[config.mk]
export PLATFORM = sky130hd
export DESIGN_NAME = onehot_strobe_decoder
export DESIGN_NICKNAME = d
export VERILOG_FILES = /design/src/rtl/onehot_strobe_decoder.sv
export SDC_FILE = /design/constraint.sdc
export NUM_CORES = 1
export LEC_CHECK = 0
export CAP_MARGIN = 20
export CORE_UTILIZATION = 55
export DETAILED_ROUTE_END_ITERATION = 8
export MAX_ROUTING_LAYER = met4
export PLACE_DENSITY = 0.75
export RECOVER_POWER = 100
export SETUP_SLACK_MARGIN = 0.05
export SLEW_MARGIN = 25
export SYNTH_ARGS = -nofsm -noshare
export SYNTH_HDL_FRONTEND = slang
export SYNTH_SLANG_ARGS = --single-unit
[constraint.sdc]
create_clock -name clk -period 3.81 [get_ports clk]
set_input_delay 0.9525 -clock clk [delete_from_list [all_inputs] [get_ports clk]]
set_output_delay 0.9525 -clock clk [all_outputs]
set_load 0.02 [all_outputs]
[src/rtl/onehot_strobe_decoder.sv]
// rtl/onehot_strobe_decoder.sv - FIFO-buffered replay of encoded line indices as timed one-hot strobes
// The index queue is its own module so the replay FSM only sees push/pop and a registered count.

module onehot_strobe_fifo #(
  parameter  int WIDTH = 4,
  parameter  int DEPTH = 4,
  localparam int PTR_W = $clog2(DEPTH),
  localparam int CNT_W = $clog2(DEPTH) + 1
) (
  input  logic             clk,
  input  logic             rst_n,
  input  logic             push,
  input  logic [WIDTH-1:0] push_data,
  input  logic             pop,
  output logic [WIDTH-1:0] head,
  output logic [CNT_W-1:0] count
);

  logic [WIDTH-1:0] mem [DEPTH];
  logic [PTR_W-1:0] wr_ptr;
  logic [PTR_W-1:0] rd_ptr;

  // DEPTH is a power of two, so pointers wrap by natural overflow
  always_ff @(posedge clk or negedge rst_n) begin
    if (!rst_n) begin
      wr_ptr <= '0;
      rd_ptr <= '0;
      count  <= '0;
    end else begin
      if (push) begin
        wr_ptr <= wr_ptr + PTR_W'(1);
      end
      if (pop) begin
        rd_ptr <= rd_ptr + PTR_W'(1);
      end
      case ({push, pop})
        2'b10:   count <= count + CNT_W'(1);
        2'b01:   count <= count - CNT_W'(1);
        default: count <= count;
      endcase
    end
  end

  always_ff @(posedge clk) begin
    if (push) begin
      mem[wr_ptr] <= push_data;
    end
  end

  assign head = mem[rd_ptr];

endmodule

module onehot_strobe_decoder #(
  parameter  int IDX_W      = 3,
  parameter  int OUT_W      = 8,
  parameter  int HOLD       = 2,
  parameter  int FIFO_DEPTH = 4,
  localparam int CNT_W      = $clog2(FIFO_DEPTH) + 1
) (
  input  logic             clk,
  input  logic             rst_n,
  input  logic             in_valid,
  output logic             in_ready,
  input  logic [IDX_W-1:0] in_idx,
  input  logic             in_none,
  output logic [OUT_W-1:0] out_strobe,
  output logic             out_valid,
  output logic             busy,
  output logic [CNT_W-1:0] fifo_count
);

  typedef enum logic {IDLE, DRIVE} state_t;

  localparam logic [CNT_W-1:0] FULL      = CNT_W'(FIFO_DEPTH);
  localparam logic [7:0]       HOLD_LOAD = 8'(HOLD - 1);

  state_t           state;
  state_t           state_nxt;
  logic [7:0]       hold_cnt;
  logic [7:0]       hold_nxt;
  logic [OUT_W-1:0] strobe_nxt;
  logic             valid_nxt;
  logic             push;
  logic             pop;
  logic [IDX_W:0]   head;
  logic             fifo_empty;
  logic [CNT_W-1:0] count_nxt;

  // Slot availability looks only at the registered count: a same-cycle pop never frees a slot
  assign in_ready   = rst_n && (fifo_count < FULL);
  assign push       = in_valid && in_ready;
  assign fifo_empty = (fifo_count == '0);
  assign count_nxt  = fifo_count + CNT_W'(push) - CNT_W'(pop);

  onehot_strobe_fifo #(
    .WIDTH (IDX_W + 1),
    .DEPTH (FIFO_DEPTH)
  ) u_fifo (
    .clk       (clk),
    .rst_n     (rst_n),
    .push      (push),
    .push_data ({in_none, in_idx}),
    .pop       (pop),
    .head      (head),
    .count     (fifo_count)
  );

  function automatic logic [OUT_W-1:0] decode(input logic [IDX_W:0] entry);
    decode = entry[IDX_W] ? '0 : (OUT_W'(1) << entry[IDX_W-1:0]);
  endfunction

  always_comb begin
    state_nxt  = state;
    hold_nxt   = hold_cnt;
    strobe_nxt = out_strobe;
    valid_nxt  = out_valid;
    pop        = 1'b0;
    case (state)
      IDLE: begin
        strobe_nxt = '0;
        valid_nxt  = 1'b0;
        if (!fifo_empty) begin
          pop        = 1'b1;
          strobe_nxt = decode(head);
          valid_nxt  = 1'b1;
          hold_nxt   = HOLD_LOAD;
          state_nxt  = DRIVE;
        end
      end
      DRIVE: begin
        if (hold_cnt != 8'd0) begin
          hold_nxt = hold_cnt - 8'd1;
        end else if (!fifo_empty) begin
          // reload straight from the queue so consecutive windows have no bubble
          pop        = 1'b1;
          strobe_nxt = decode(head);
          valid_nxt  = 1'b1;
          hold_nxt   = HOLD_LOAD;
        end else begin
          strobe_nxt = '0;
          valid_nxt  = 1'b0;
          state_nxt  = IDLE;
        end
      end
      default: state_nxt = IDLE;
    endcase
  end

  always_ff @(posedge clk or negedge rst_n) begin
    if (!rst_n) begin
      state      <= IDLE;
      hold_cnt   <= 8'd0;
      out_strobe <= '0;
      out_valid  <= 1'b0;
      busy       <= 1'b0;
    end else begin
      state      <= state_nxt;
      hold_cnt   <= hold_nxt;
      out_strobe <= strobe_nxt;
      out_valid  <= valid_nxt;
      busy       <= (state_nxt == DRIVE) || (count_nxt != '0);
    end
  end

endmodule

# Word level (Yosys, flattened, before mapping)
# Memory sizes are Yosys's and may differ from the RTL's.
# Index checks and enable logic that the tools add are counted.
[word_totals]
ff_bits = 26
latch_bits = 0
ramBits = 16
mem_bits_ro = 0
input_bits = 7
output_inout_bits = 14
elab_cells = 46
memories = 1
[classes]
add_sub_neg = 7
multipliers = 0
div_mod_pow = 0
magnitude_cmp = 1
eq_ne = 3
n_shift = 1
n_mux = 17
n_bitwise = 1
n_reduce_logical = 7
[mem_list]
columns = ["memory", "depth", "word_bits", "rd", "rd_clocked_by_memory_dff", "wr", "line", "text"]
rows = [
  ["u_fifo.mem", 4, 4, 1, 0, 1, "19", "logic [WIDTH-1:0] mem [DEPTH];"],
]
[op_table]
columns = ["operator", "n"]
rows = [
  ["$mux W8", 5],
  ["$pmux W8 S2", 2],
  ["$reduce_bool A8 Y1", 1],
  ["$shl A1 B3 Y8 const A", 1],
  ["$sub A8 B1 Y8 const B", 1],
  ["$mux W1", 6],
  ["$pmux W1 S2", 3],
  ["$pmux W3 S2", 1],
  ["$add A2 B1 Y2 const B", 2],
  ["$add A3 B1 Y3", 1],
  ["$add A3 B1 Y3 const B", 1],
  ["$logic_not A3 Y1", 1],
  ["$lt A3 B3 Y1 const B", 1],
  ["$reduce_bool A3 Y1", 1],
  ["$sub A3 B1 Y3", 1],
  ["$sub A3 B1 Y3 const B", 1],
  ["$eq A2 B1 Y1 const B", 1],
  ["$eq A2 B2 Y1 const B", 1],
  ["$logic_and A1 B1 Y1", 2],
  ["$ne A2 B2 Y1 const B", 1],
  ["$reduce_bool A2 Y1", 1],
  ["$logic_or A1 B1 Y1", 1],
  ["$not A1 Y1", 1],
]

# Depth between registers and ports, before layout
[depth]
ltp_word = 7
depth_mapped = 11
depth_no_buf = 11

# Hierarchy
# Synthesis repeated with hierarchy kept, for this count alone.
[hier_totals]
cells_unflattened = 151
area_unflattened_um2 = 1969.4
[by_module_without_submodules]
columns = ["mod", "n_inst", "cells_per_inst", "area_each_um2", "seq_area_each_um2"]
rows = [
  ["onehot_strobe_decoder", 1, 96, 1003.5, 475.5],
  ["onehot_strobe_fifo", 1, 55, 965.9, 655.6],
]

# Worst setup path after synthesis
# OpenSTA, ideal clock, no wires.
[synth_timing]
kind = "input port to flip-flop"
from = "input port rst_n"
to = "register busy"
setup_time_ps = 139
arrival_time_ps = 2831
required_ps = 3671
setup_slack_ps = 840
path_stages = 6
n_path_buf = 1
path_cell_list = "nor2b_1 > and2_1 > clkbuf_1 > ha_1 > fa_1 > or4_1"
[synth_between]
elab_chain_cells = 6
[synth_rtl]
columns = ["element", "line", "text"]
rows = [
  ["start, declared", "62", "input logic rst_n,"],
  ["$logic_and A1 B1 Y1", "91", "assign in_ready = rst_n && (fifo_count < FULL);"],
  ["$logic_and A1 B1 Y1", "92", "assign push = in_valid && in_ready;"],
  ["named net push", "84", "logic push;"],
  ["$add A3 B1 Y3", "94", "assign count_nxt = fifo_count + CNT_W'(push) - CNT_W'(pop);"],
  ["$sub A3 B1 Y3", "94", ""],
  ["$reduce_bool A3 Y1", "162", "busy <= (state_nxt == DRIVE) || (count_nxt != '0);"],
  ["$logic_or A1 B1 Y1", "162", ""],
  ["end signal, assigned", "162", ""],
  ["end, declared", "69", "output logic busy,"],
]
# The timed path passes the listed nets, and every way through them passes these cells.
# A chain may end at the register's enable or synchronous reset.

# Worst setup path in the final report
[layout_timing]
from = "input port rst_n"
to = "output port in_ready"
[layout_between]
elab_chain_cells = 1
[layout_rtl]
columns = ["element", "line", "text"]
rows = [
  ["$logic_and A1 B1 Y1", "91", ""],
  ["end, declared", "64", "output logic in_ready,"],
]
# No other way between the ends.

==> metrics.md <==
| Metric | Value |
|---|---|
| Outcome | completed |
| Post-cts sizing count | 0 |
| Wire per inst | 14.7 um |
| Most common library cells after synthesis | 26 x dfrtp_1, 16 x edfxtp_1, 14 x inv_1 |
| H-tree Lvls | 2 |
| Layout overhead on the synthesized area | 14.3% |
| Postcts setup bufs | 0 |
| Overall routing resource usage | roughly a fifth |
| Largest area contributor in the netlist | dfrtp_1 |
| Arrival time at the worst endpoint | 2.58 ns |
| Most used DFF post-synth | dfrtp_1 |
| Top-area cell type share of the netlist area | 33.1% |
| Final WL | 3210 um |
| Synth Register Bits | 42 |
| Die X | 61.8 um |
| # diodes | 0 |
| Max Slew Vio Count | 0 |
| Synth Warn # | 0 |
| Most numerous cell in the Yosys netlist | dfrtp_1 |
| RSZ-0062 raised after global routing | false |
| Top cells by area, synth | dfrtp_1 33%, edfxtp_1 24%, ha_1 5.7%, mux4_2 4.6%, mux2i_1 4.1% |
| Die ar. | approximately 0.0038 mm^2 |
| Sequential share of power | ~47% |
| Post-route ant nets | 0 |
| Syn_area_per_cell | about 13 um^2 |
| Distinct cell type count after synthesis | 37 |
| Cts hold-fix bufs | 0 |
| Peak supply drop | 0.335 mV |
| P_int | 0.000966 W |
| Overall power | roughly 0.0016 W |
| Worst hold slack | 0.488 ns |
| DIE HEIGHT | 61.8 um |
| Share of layout cells above drive strength 1 | 8.72% |
| Post-synthesis cell area | about 0.002 mm^2 |
| First DRT Iteration DRCs | 87 |
| Clock transition at path regs | between 0.1 and 0.15 ns |
| Setup_tns | 0 ns |
| EDFF count, synth | 16 |
| DP Cell Count | 210 |
| Via/cell ratio | about 5.5 |
| CP endpoint kind | output pin |
| Critical path type | primary input to output pin |
| Worst Path Max Fanout | 6 |
| Clock share of power | a little over an eighth |
| I/O pin count | 21 |
| Final nets | 189 |
| Drt pass-1 iters | 4 |
| CTS Buf Count | 5 |
| RePlAce Congestion | 0.787 |
| Clock Tree Buf Depth | 2 |
| HP Class | flop to flop |
| Syn nets | between 150 and 200 |
| Worst slew margin | 9.77% |
| CTS tree | done |
| Combinational power share | slightly below 40% |
| Grt ovf | 0 |
| Clk_skew | 0.00270 ns |
| DP Area | around 0.0022 mm^2 |
| Setup violators final | 0 |
| Final instance area | 0.00225 mm^2 |
| Core Box Area | 0.00339 mm^2 |
| Initial antenna violation count | 0 |
| Buffers on Ports | 20 |
| Synth Instances | about 150 |
| # fillers | 260 |
| Net Sw Frac | 38.1% |
| Slew @ Worst Pin | 1.35 ns |
| Sequential share of the synthesized area | a little under three fifths |
| CTS root buf | clkbuf_4 |
| CP Data Required Time | roughly 2.9 ns |
| Final hold violations | 0 |
| Initial Utilization | 58.0% |
| Largest net degree at the start of global routing | 28 |
| PD cells | 694 mW/mm^2 |
| Max-Cap Viols | 0 |
| Fmax | around 280 MHz |
| Clock sinks | between 40 and 50 |
| Min cycle time layout | 3.54 ns |
| Post-DP HPWL | 2390 um |
| DRC viols | 0 |
| Clk_lat worst skew | between 0.3 and 0.4 ns |
| First-pass GRT wire length | 5290 um |
| Leak pwr | 0.990 nW |
| Count of non-filler cells in the finished layout | 218 |
| Row Count | 21 |
| Async SR Flop Fraction | 61.9% |
| Vias in the first global route | 1186 |
| Psw | 0.000593 W |
| Period utilization | 92.8% |
| Vias | ~1200 |
| Crit start category | primary input |
-- stage by stage --
step                worst slack (ns)  util [%]
global route                   0.164      66.3
finish                         0.274      66.3
CTS                            0.389      67.1
detailed placement             0.413      65.6
floorplan                      0.840         -
global placement               0.429      65.6
-- kinds of logic (layout without fill, tap and decap cells) --
logic type	Yosys count	after routing	share of synthesized area (%)
xor+xnor	8	8	3.56
mux	13	13	9.23
simple gates	37	37	11.1
flops	42	42	57.5
buf+inv	18	44	3.50
compound gates	17	17	7.32
fa+ha+maj	11	11	7.77
-- state kept, by name (all words and copies together) (netlist names) --
register / flops
u_fifo.mem: 16
hold_cnt: 8
out_strobe: 8
u_fifo.count: 3
u_fifo.rd_ptr: 2
u_fifo.wr_ptr: 2
busy: 1
out_valid: 1
state: 1
-- cell type report --
cell class / count / area (um^2) / share of cell area (%)
sequential: 42 / 1130 / 50.3
multi-input combinational: 86 / 747 / 33.2
timing repair buffer: 22 / 208 / 9.24
tap: 46 / 57.6 / 2.56
inverter: 14 / 52.6 / 2.34
clock buffer: 6 / 41.3 / 1.84
clock inverter: 2 / 10.0 / 0.445
-- metal layers --
| metal | share of wire, % | up-vias | global-route usage (%) |
|---|---|---|---|
| met2 | 51 | 32 | 34.7 |
| met4 | 1.4 | 0 | 8.57 |
| met1 | 43 | 576 | 24.0 |
| li1 | - | 577 | - |
| met5 | 0 | - | - |
| met3 | 4.6 | 5 | 3.73 |
-- cell usage in the layout, fill, tap and decap left out, types with 2 or more instances in the layout --
master	instances
xor2_1	5
clkinv_2	2
ha_1	9
dfrtp_1	26
nand3_1	2
xnor2_1	3
a32o_1	4
fa_1	2
dlygate4sd3_1	19
edfxtp_1	16
a31oi_1	3
mux2i_1	8
nand2b_1	2
or3_1	2
o31ai_1	4
and3_1	4
nor2_1	6
or4_1	2
inv_1	14
clkbuf_1	3
mux4_2	4
clkbuf_4	5
nand2_1	11
-- path summary, 6_finish.rpt --
kind / slack, ns / start / endpoint / depth (start not counted)
worst min-delay path: 0.49 / out_strobe[4]$_DFFE_PN0P_ / out_strobe[4]$_DFFE_PN0P_ / 2
worst max register to register: 0.67 / hold_cnt[4]$_DFF_PN0_ / busy$_DFF_PN0_ / 10
min in group asynchronous: 1.52 / rst_n / out_strobe[3]$_DFFE_PN0P_ / 2
worst max-delay path: 0.27 / rst_n / in_ready / 3
max in group asynchronous: 1.50 / rst_n / u_fifo.wr_ptr[1]$_DFFE_PN0P_ / 2
worst min register to register: 0.49 / out_strobe[4]$_DFFE_PN0P_ / out_strobe[4]$_DFFE_PN0P_ / 2
-- critical path, stage by stage --
cell and delay (ns):
dlygate4sd3_1 0.58, nor2b_1 0.32, dlygate4sd3_1 0.73
-- power groups by stage --
stage | sequential, W | combinational [W] | clock, W
6_report | 0.000739 | 0.000616 | 0.000203
5_1_grt | 0.000762 | 0.000695 | 0.000227
4_1_cts | 0.000754 | 0.000657 | 0.000211
3_5_place_dp | 0.000763 | 0.000651 | 0
3_3_place_gp | 0.000754 | 0.000621 | 0
2_1_floorplan | 0.000792 | 0.000381 | 0
No activity file was read; power rests on OpenSTA's default activity.
